===== src/rtl/alu_mult_seq.sv =====
// Unsigned 16x16 shift-and-add multiplier that drives the shared ALU (ADD/SLL/SRL).
// Define MULSEQ_EARLY_TERM_EN to stop as soon as the remaining multiplier bits are zero.
module alu_mult_seq (
  input  logic        clk,
  input  logic        rst,
  input  logic        start,
  input  logic [31:0] op_a,
  input  logic [31:0] op_b,
  output logic        busy,
  output logic        done,
  output logic [31:0] product,
  output logic        ovf,
  output logic [5:0]  alu_opcode,
  output logic [31:0] alu_in1,
  output logic [31:0] alu_in2,
  input  logic [31:0] alu_out
);

  localparam logic [5:0] OP_ADD   = 6'h20;
  localparam logic [5:0] OP_SRL   = 6'h26;
  localparam logic [5:0] OP_SLL   = 6'h27;
  localparam logic [5:0] OP_NOP   = 6'h3F;
  localparam logic [4:0] ITER_MAX = 5'd16;

  typedef enum logic [2:0] {
    S_IDLE, S_TEST, S_ADD, S_SHL, S_SHR, S_DONE
  } state_t;

  state_t      state, state_nxt;
  logic [31:0] acc, mcand;
  logic [15:0] mplier;
  logic [4:0]  cnt;
  logic        term;

`ifdef MULSEQ_EARLY_TERM_EN
  assign term = (mplier == 16'd0) || (cnt == ITER_MAX);
`else
  assign term = (cnt == ITER_MAX);
`endif

  always_ff @(posedge clk) begin
    if (rst) state <= S_IDLE;
    else     state <= state_nxt;
  end

  always_comb begin
    state_nxt = state;
    case (state)
      S_IDLE: if (start) state_nxt = S_TEST;
      S_TEST: begin
        if (term)           state_nxt = S_DONE;
        else if (mplier[0]) state_nxt = S_ADD;
        else                state_nxt = S_SHL;
      end
      S_ADD:  state_nxt = S_SHL;
      S_SHL:  state_nxt = S_SHR;
      S_SHR:  state_nxt = S_TEST;
      S_DONE: state_nxt = S_IDLE;
      default: state_nxt = S_IDLE;
    endcase
  end

  // ALU ownership is limited to the three arithmetic states
  always_comb begin
    busy       = (state != S_IDLE);
    done       = (state == S_DONE);
    alu_opcode = OP_NOP;
    alu_in1    = 32'd0;
    alu_in2    = 32'd0;
    case (state)
      S_ADD: begin
        alu_opcode = OP_ADD;
        alu_in1    = acc;
        alu_in2    = mcand;
      end
      S_SHL: begin
        alu_opcode = OP_SLL;
        alu_in1    = mcand;
        alu_in2    = 32'd1;
      end
      S_SHR: begin
        alu_opcode = OP_SRL;
        alu_in1    = {16'd0, mplier};
        alu_in2    = 32'd1;
      end
      default: ;
    endcase
  end

  always_ff @(posedge clk) begin
    if (rst) begin
      acc     <= 32'd0;
      mcand   <= 32'd0;
      mplier  <= 16'd0;
      cnt     <= 5'd0;
      product <= 32'd0;
      ovf     <= 1'b0;
    end else begin
      case (state)
        S_IDLE: if (start) begin
          acc    <= 32'd0;
          mcand  <= {16'd0, op_a[15:0]};
          mplier <= op_b[15:0];
          cnt    <= 5'd0;
          ovf    <= (|op_a[31:16]) | (|op_b[31:16]);
        end
        // product is loaded on the way into DONE so it is valid alongside done
        S_TEST: if (term) product <= acc;
        S_ADD:  acc <= alu_out;
        S_SHL:  mcand <= alu_out;
        S_SHR: begin
          mplier <= alu_out[15:0];
          cnt    <= cnt + 5'd1;
        end
        default: ;
      endcase
    end
  end

endmodule


===== config.mk =====
export PLATFORM = sky130hd
export DESIGN_NAME = alu_mult_seq
export DESIGN_NICKNAME = d
export VERILOG_FILES = /design/src/rtl/alu_mult_seq.sv
export SDC_FILE = /design/constraint.sdc
export NUM_CORES = 1
export LEC_CHECK = 0
export ABC_AREA = 0
export BUFFER_PORTS_ARGS = -buffer_cell sky130_fd_sc_hd__buf_2
export CORE_MARGIN = 4
export CORE_UTILIZATION = 52
export DETAILED_ROUTE_END_ITERATION = 16
export MAX_ROUTING_LAYER = met4
export PLACE_DENSITY = 0.81
export SETUP_SLACK_MARGIN = 0.4
export SLEW_MARGIN = 10
export SYNTH_ARGS = -nofsm -noshare
export SYNTH_HDL_FRONTEND = slang
export SYNTH_SLANG_ARGS = --single-unit

===== constraint.sdc =====
create_clock -name clk -period 4.84 [get_ports clk]
set_input_delay 0.242 -clock clk [delete_from_list [all_inputs] [get_ports clk]]
set_output_delay 0.242 -clock clk [all_outputs]
set_load 0.05 [all_outputs]

# Word-level counts from Yosys, hierarchy flattened
# Index checks and enable logic that the tools add are counted.
dict set report op_classes {
  addsub 1
  mul 0
  div 0
  order_cmp 0
  eq_ne 7
  shifts 0
  muxes 15
  bitwise_logic 1
  reduce_logical 13
}
# op n
set ops {}
lappend ops {{case mux 32 bit (2 select lines)} 3}
lappend ops {{case mux 32 bit (3 select lines)} 1}
lappend ops {{2-to-1 mux 32 bit} 2}
lappend ops {{case mux 16 bit (2 select lines)} 1}
lappend ops {{OR reduction 16 bit} 2}
lappend ops {{2-to-1 mux 16 bit} 1}
lappend ops {{case mux 3 bit (5 select lines)} 1}
lappend ops {{case mux 5 bit (3 select lines)} 1}
lappend ops {{case mux 5 bit (2 select lines)} 1}
lappend ops {{AND reduction 2 bit} 5}
lappend ops {{== test 3 x 2 -> 1 bit, second input constant} 2}
lappend ops {{== test 3 bit, second input constant} 2}
lappend ops {{2-to-1 mux 3 bit} 2}
lappend ops {{nonzero test 2 bit} 3}
lappend ops {{adder 5 x 1 -> 5 bit, second input constant} 1}
lappend ops {{== test 5 bit, second input constant} 1}
lappend ops {{2-to-1 mux 5 bit} 1}
lappend ops {{== test 3 x 1 -> 1 bit, second input constant} 1}
lappend ops {{logical NOT 3 bit} 1}
lappend ops {{nonzero test 3 bit} 1}
lappend ops {{!= test 2 bit, second input constant} 1}
lappend ops {{OR reduction 2 bit} 1}
lappend ops {{2-to-1 mux 1 bit} 1}
lappend ops {{OR 1 bit} 1}
dict set report totals {
  reg_bits 121
  latch_bits 0
  ramBits 0
  rom_bits 0
  inputBits 99
  memories 0
}

# Depth between registers and ports, before layout
# Gate-level depths: netlist of run 1.
dict set report logic_depth {
  depth_word 3
  ltp_mapped 7
  mapped_depth_nobuf 5
}

# Worst setup path before layout of run 1
# No wires, ideal clock.
dict set report synth_path {
  kind {register to output}
  startpoint {reg state[0]}
  endpoint {out alu_in1[0]}
  arrival_time_ps 2089
  slack_ps 2509
  stages_incl_launch_ff 6
  n_path_buf 3
  path_cell_list {dfxtp_1 > buf_2 > buf_2 > buf_2 > mux2i_1 > o21ai_0}
}
dict set report synth_via {
  elab_chain_cells 2
  word_cells_on_any_way 4
  classes_between {3 x eq/ne; 1 x mux}
}
# element line_no
set synth_lines {}
lappend synth_lines {{start: declaration} 29} ;# state_t state, state_nxt;
lappend synth_lines {{start signal: assignment} 43} ;# else state <= state_nxt;
lappend synth_lines {{== test 3 bit or == test 3 x 2 -> 1 bit (tied branches)} 70} ;# case (state)
lappend synth_lines {{case mux 32 bit (3 select lines) *} 70}
lappend synth_lines {{end: declaration} 14} ;# output logic [31:0] alu_in1,
# Every way passes the cells marked *; elsewhere a longest branch is shown, timed or not.

# Worst setup path in the final report of run 1
dict set report layout_path {
  startpoint {reg state[0]}
  endpoint {out alu_opcode[0]}
}
dict set report layout_via {
  elab_chain_cells 2
  word_cells_on_any_way 4
  classes_between {3 x eq/ne; 1 x mux}
}
# element line_no
set layout_lines {}
lappend layout_lines {{== test 3 bit or == test 3 x 2 -> 1 bit (tied branches)} 70}
lappend layout_lines {{case mux 5 bit (3 select lines) *} 70}
lappend layout_lines {{end: declaration} 13} ;# output logic [5:0] alu_opcode,
# Marked as above.

==> results.yml, run 1 <==
logic_synthesis:
  synthSimpleGateAreaFrac_pct: 26.68
  ys.warnings.count: 0
  synth_top_family_by_area: "simple AND/OR/NAND/NOR gates"
  synth_cells: 725
  synth-seq-cells: 121
  syn_avg_cell_area_um2: 7.775
  ys_seq_area_share_pct: 42.97
  syn-num-nets: 826
  synth-xor-area-share_pct: 0
  syn-cell-area_um2: 5637
  synth-compound-area-share_pct: 20.80
  synth_mux_area_share_pct: 2.841
  yosysUniqueCellTypes: 40
  synthAdderAreaFrac_pct: 0.4440
pwr:
  total_power_mw: 2.806
  p_leak_nw: 3.201
  powerDensity_nw_per_um2: 363.3
  peakVddDrop_uv: 208.9
run:
  drv_cap: 0
grt:
  grt_pass1_vias: 6342
  grt_use_total_pct: 30.47
  busiest_layer: "met2"
  grt_overflow: 0
  use_met2_pct: 50.26
  grt_antenna_before_repair: 1
  use_met1_pct: 35.57
  grt_pass1_wl_mm: 30.85
  grtUsageMet3_pct: 5.606
  grt_max_degree: 84
setup_path:
  reg2reg_from: "state[0]$_SDFFE_PP0P_"
  regToRegEndpoint: "mcand[7]$_SDFFE_PP0P_"
  worst_setup_path_start_kind: "flop"
  worstSetupPathType: "flop to output pin"
  crit_fanout: 35
  worstPathRequired_ps: 4600
  end_kind: "output pin"
  worstPathArrival_ps: 3140
  regToRegSetupSlack_ps: 2180
  reg2regPathDepth: 4
routing:
  dr.pass1.iters: 6
  drt_iter0_markers: 591
  wl_per_cell_um: 17.41
  final_antenna_net_count: 0
  vias: 6387
  routed_via_density: 5.876
  wl_mm: 18.93
  drc: 0
floorplanning:
  num_rows: 37
  die_h_um: 112.1
  die_w_um: 112.1
  io_pins: 204
  dieArea_um2: 12570
  initial_core_util_pct: 53.87
  core-area_um2: 10460
layout:
  syn2layout_area_growth_pct: 37.03
  nets: 1039
  final_core_util_pct: 73.82
  fillCellCount: 820
  drive_above_1_share_pct: 26.32
clock_tree:
  cts_tree: "done"
  clk_pin_slew_worst_paths_ps: 60
  worst_skew_pair.late_latency_ps: 510
  post-cts-setup-buffers: 0
  clockBufferDepth: 2
  htree_levels: 4
  cts.sinks: 121
  numCtsBuffers: 17
  ctsHoldBuffers: 55
  root_buffer: "clkbuf_8"
  cts-resized-gates: 0
place:
  place_ws_ps: 2066
  gp_congestion: 0.9255
  portBuffers: 202
  dp_hpwl_mm: 11.76
sta:
  setup_slack_ps: 1456
  finalCritPeriodShare_pct: 69.92
  fin_crit_ps: 3384
  setup_viol: 0
  hold_violations: 0
  drv_slew: 0
  worst_slew_pin_slew_ps: 930.6
  setup_tns_ps: 0
  slew_headroom_pct: 37.96
  fin_skew_ps: 7.778
  rsz0062_at_grt: "false"
  clock.fmax_ghz: 0.2955
status:
  outcome: "completed"
worst_hold_path:
  hold_start: "op_a[9]"
  hold_depth: 3
  min_path_type: "input pin to flop"
  hold_end: "mcand[9]$_SDFFE_PP0P_"
-- state kept, by name, summed over array words and instances, names as in the netlist --
signal   flops
state        3
product     32
mcand       32
ovf          1
mplier      16
cnt          5
acc         32
-- worst max path at each step --
stage / startpoint / to / slack [ps] / depth (start not counted)
final: state[0]$_SDFFE_PP0P_ / alu_opcode[0] / 1460 / 4
after global routing: state[0]$_SDFFE_PP0P_ / alu_opcode[0] / 1300 / 4
after CTS: state[0]$_SDFFE_PP0P_ / alu_opcode[0] / 1490 / 4
after detailed placement: state[0]$_SDFFE_PP0P_ / alu_opcode[0] / 2070 / 4
after global placement: state[0]$_SDFFE_PP0P_ / alu_opcode[0] / 2140 / 4
after floorplan: state[0]$_SDFFE_PP0P_ / alu_in1[0] / 2510 / 5
-- critical path, stage by stage, from the launching register on --
cell and delay, ps:
dfxtp_2 940, nand3b_1 800, buf_4 500, nand2b_1 110
buf_2 260
-- layer usage --
metal	part of all wire [%]	vias to the layer above
met5	0	-
met4	3.9	0
met3	8.3	62
met2	49	379
met1	39	2969
li1	-	2977
-- cell usage in the layout, fill, tap and decap left out, types with 2 or more instances in the layout --
cell / count
a22o_1: 16
o21ai_0: 50
nor3_1: 2
clkbuf_16: 16
a41oi_1: 2
mux2i_1: 16
nand3b_1: 3
nor2_1: 37
inv_1: 4
a21oi_1: 82
buf_4: 13
buf_2: 201
a211oi_1: 2
nand2_1: 131
clkbuf_1: 4
nor4_1: 8
ha_1: 2
and3b_1: 2
dfxtp_1: 120
nand2b_1: 4
nand4_1: 2
bufinv_16: 3
a311oi_1: 34
nand3_1: 83
and2_1: 32
clkinv_2: 6
dlygate4sd3_1: 55
nor3b_4: 2
-- Yosys cell counts --
cell       count  area [µm²]
nand2b_1       4       25.02
nor2_1        37       138.9
a311oi_1      34       297.8
a211o_1        1       8.760
nand2_1      131       491.7
buf_2         18       90.09
nor4b_1        1       8.760
or3_1          1       6.260
a22o_1        16       140.1
a41oi_1        2       17.52
or4b_4         1       13.76
nor3_1         2       10.01
o21ai_0       50       250.2
clkbuf_1      47       176.4
a21oi_1       82       410.4
a31oi_1        1       6.260
o41ai_1        1       8.760
nand4bb_1      1       11.26
nor4bb_1       1       10.01
buf_6          2       22.52
nor4b_2        1       15.01
mux2i_1       16       160.2
and2_1        32       200.2
conb_1         1       3.750
buf_1          4       15.01
or3b_1         1       8.760
and3b_1        2       17.52
a21oi_2        1       8.760
buf_4          4       30.03
o31a_1         1       8.760
dfxtp_1      121        2422
nand4_1        2       12.51
nor4_1         8       50.05
a211oi_1       2       15.01
or3b_2         1       8.760
nor3b_2        3       37.54
inv_1          4       15.01
nand3_1       83       415.4
nand3b_1       3       22.52
ha_1           2       25.02
-- stage by stage --
| step | area [µm²] | instances | hold slack (ps) |
|---|---|---|---|
| after detailed placement | 6614 | 1000 | 466.0 |
| after CTS | 7721 | 1086 | 3.426 |
| after global routing | 7724 | 1087 | 16.76 |
| after global placement | 6614 | 1000 | 462.0 |
| final | 7724 | 1087 | 22.68 |
| after floorplan | 5637 | 725 | 378.0 |
-- power by group --
part / switching (mW) / internal (mW) / leakage, nW
clock: 0.428 / 0.774 / 0.275
combinational: 0.319 / 0.164 / 1.94
sequential: 0.0671 / 1.05 / 0.982
total: 0.814 / 1.99 / 3.20
-- cell families after synthesis --
| logic type | Yosys count |
|---|---|
| simple gates | 315 |
| compound gates | 191 |
| flops | 121 |
| buf+inv | 79 |
| mux | 16 |
| fa+ha+maj | 2 |
| other cells | 1 |
-- final cells by class --
type / instances / area [µm²] / area share, %
repair buffers: 269 / 1654 / 21.42
flip-flops and latches: 121 / 2424 / 31.38
well taps: 136 / 170.2 / 2.203
diodes: 1 / 2.502 / 0.03240
clock buffers: 21 / 429.2 / 5.556
multi-input cells: 525 / 2902 / 37.57
inverters: 4 / 15.01 / 0.1944
clock inverters: 10 / 127.6 / 1.652
Note: power is estimated with default switching activity, not from simulation.
==> run 2, diff against run 1 <==
--- a/config.mk
+++ b/config.mk
@@ -8,10 +8,10 @@
 export ABC_AREA = 0
 export BUFFER_PORTS_ARGS = -buffer_cell sky130_fd_sc_hd__buf_2
 export CORE_MARGIN = 4
-export CORE_UTILIZATION = 52
+export CORE_UTILIZATION = 45
 export DETAILED_ROUTE_END_ITERATION = 16
 export MAX_ROUTING_LAYER = met4
-export PLACE_DENSITY = 0.81
+export PLACE_DENSITY = 0.74
 export SETUP_SLACK_MARGIN = 0.4
 export SLEW_MARGIN = 10
 export SYNTH_ARGS = -nofsm -noshare
==> constraint.sdc (replaced) <==
create_clock -name clk -period 2.8 [get_ports clk]
set_input_delay 0.14 -clock clk [delete_from_list [all_inputs] [get_ports clk]]
set_output_delay 0.14 -clock clk [all_outputs]
set_load 0.05 [all_outputs]
==> run 2 against run 1 <==
Against the previous run:
- global-route usage fell by 4.5 points
- setup slack got worse by 940 ps
- largest power group unchanged
- clock power rose by 85%
- combinational power rose by 80%
- die area rose by 14%
- critical endpoint is now alu_in1[17]
- non-clock buffer count rose by 8
- routed wire length fell by 1.8%
- power rose by 79%
- flip-flop and latch count did not move
- sequential power rose by 71%
- highest routed layer unchanged
==> results.yml, run 2 (synthesis results as in run 1) <==
clock_tree:
  cts_tree: "done"
  root_buffer: "clkbuf_16"
  worst_skew_pair.late_latency_ps: 410
  cts.sinks: 121
  htree_levels: 4
  clk_pin_slew_worst_paths_ps: 60
  clockBufferDepth: 2
  numCtsBuffers: 17
sta:
  setup_viol: 0
  clock.fmax_ghz: 0.4370
  rsz0062_at_grt: "false"
  setup_slack_ps: 511.6
  drv_slew: 0
  fin_crit_ps: 2288
  worst_slew_pin_slew_ps: 940.5
  finalCritPeriodShare_pct: 81.73
  hold_violations: 0
  fin_skew_ps: 13.41
  slew_headroom_pct: 37.30
  setup_tns_ps: 0
grt:
  grt_use_total_pct: 26.01
  grt_pass1_wl_mm: 29.77
  grt_overflow: 0
  grt_max_degree: 84
  grt_pass1_vias: 6039
  grt_antenna_before_repair: 0
floorplanning:
  die_w_um: 119.9
  dieArea_um2: 14380
  io_pins: 204
  num_rows: 40
  core-area_um2: 12160
  die_h_um: 119.9
  initial_core_util_pct: 46.35
setup_path:
  crit_start: "state[1]$_SDFFE_PP0P_"
  reg2reg_from: "state[1]$_SDFFE_PP0P_"
  worstPathArrival_ps: 2150
  regToRegSetupSlack_ps: 860
  reg2regPathDepth: 3
  end_kind: "output pin"
  critical-path-slowest-cell: "dfxtp_2"
  crit_chain: "nor3b_4, buf_12, a22o_1, buf_2"
  worstSetupPathType: "flop to output pin"
  endpoint: "alu_in1[17]"
  worst_setup_path_start_kind: "flop"
  worstPathRequired_ps: 2660
  crit_fanout: 79
  cp_slowest_stage_delay_ps: 570
  regToRegEndpoint: "mcand[10]$_SDFFE_PP0P_"
place:
  portBuffers: 202
  placed_area_um2: 6704
  dp_hpwl_mm: 11.91
  place_ws_ps: 660.4
  gp_congestion: 0.8865
routing:
  dr.pass1.iters: 5
  final_antenna_net_count: 0
  wl_mm: 18.60
  vias: 6275
  drt_iter0_markers: 494
  routed_via_density: 5.568
  wl_per_cell_um: 16.50
  drc: 0
layout:
  final_common_cell: "buf_2"
  syn2layout_area_growth_pct: 40.22
  design_area_um2: 7904
  layout_common_cells: "buf_2, nand2_1, dfxtp_1, nand3_1, a21oi_1"
  top_regs: "acc x32, mcand x32, product x32"
  nets: 1047
  drive_above_1_share_pct: 27.22
  n_antenna_cell: 0
run:
  drv_cap: 0
status:
  outcome: "completed"
pwr:
  peakVddDrop_uv: 351.3
  p_leak_nw: 3.248
  powerDensity_nw_per_um2: 633.8
worst_hold_path:
  min_path_type: "input pin to flop"
==> run 2: changes by cell type in the layout (fill, tap and decap cells not counted), sizes merged <==
cell         delta
clkinv          -3
diode           -1
dlygate4sd3     +2
buf             +6
clkinvlp        +4
==> run 2: report_power, final <==
group	leakage, nW	total (mW)	internal (mW)	switching [mW]
sequential	0.983	1.92	1.82	0.0958
clock	0.281	2.22	1.44	0.779
combinational	1.98	0.870	0.297	0.573
total	3.25	5.01	3.56	1.45
==> run 2: what timing repair did <==
action | 4_1_cts | 5_1_grt
endpoints found under the setup margin | 64 | 24
hold endpoints to repair | 73 | 0
resized for setup | 3 | 2
pin swaps | 0 | 0
setup buffers | 0 | 1
hold buffers | 57 | 0
==> run 2: per-layer routing <==
layer	global-route usage (%)	up-vias	part of all wire [%]
met1	30.21	2967	41
met2	43.34	274	50
met3	5.796	43	6.2
met4	11.17	0	3.1
met5	-	-	0
li1	-	2991	-
==> run 2: through the flow <==
stage | std cells | hold slack, ps | power (mW) | utilization, %
floorplan | 725 | 276.0 | 2.496 | -
global placement | 1037 | 394.3 | 2.728 | 55.12
detailed placement | 1037 | 396.7 | 2.738 | 55.12
CTS | 1126 | 0.009964 | 5.012 | 64.87
global route | 1127 | 8.906 | 5.182 | 64.99
finish | 1127 | 8.783 | 5.009 | 64.99
==> run 2: how the worst min path moves through the flow <==
| stage | from | to | slack, ps | cells after the start |
|---|---|---|---|---|
| 6_report | op_a[3] | mcand[3]$_SDFFE_PP0P_ | 9 | 3 |
| 5_1_grt | op_b[15] | mplier[15]$_SDFFE_PP0P_ | 9 | 3 |
| 4_1_cts | alu_out[2] | acc[2]$_SDFFE_PP0P_ | 0.01 | 3 |
| 3_5_place_dp | alu_out[17] | mcand[17]$_SDFFE_PP0P_ | 400 | 3 |
| 3_3_place_gp | alu_out[17] | mcand[17]$_SDFFE_PP0P_ | 390 | 3 |
| 2_1_floorplan | alu_out[0] | acc[0]$_SDFFE_PP0P_ | 280 | 2 |
==> run 2: area by class of cell <==
type / count / area, µm²
Clock buffer: 21 / 460.4
Clock inverter: 11 / 146.4
Fill cell: 1027 / 4258
Inverter: 4 / 15.01
Multi-Input combinational cell: 525 / 2908
Sequential cell: 121 / 2429
Tap cell: 168 / 210.2
Timing Repair Buffer: 277 / 1735
==> run 2: critical path, delay by kind of cell (launching register included) <==
kind / cells / cell delay, ps
buffers and inverters: 2 / 600
flip-flops: 1 / 570
AND/OR/NAND/NOR: 1 / 310
AO/OA/AOI/OAI: 1 / 230
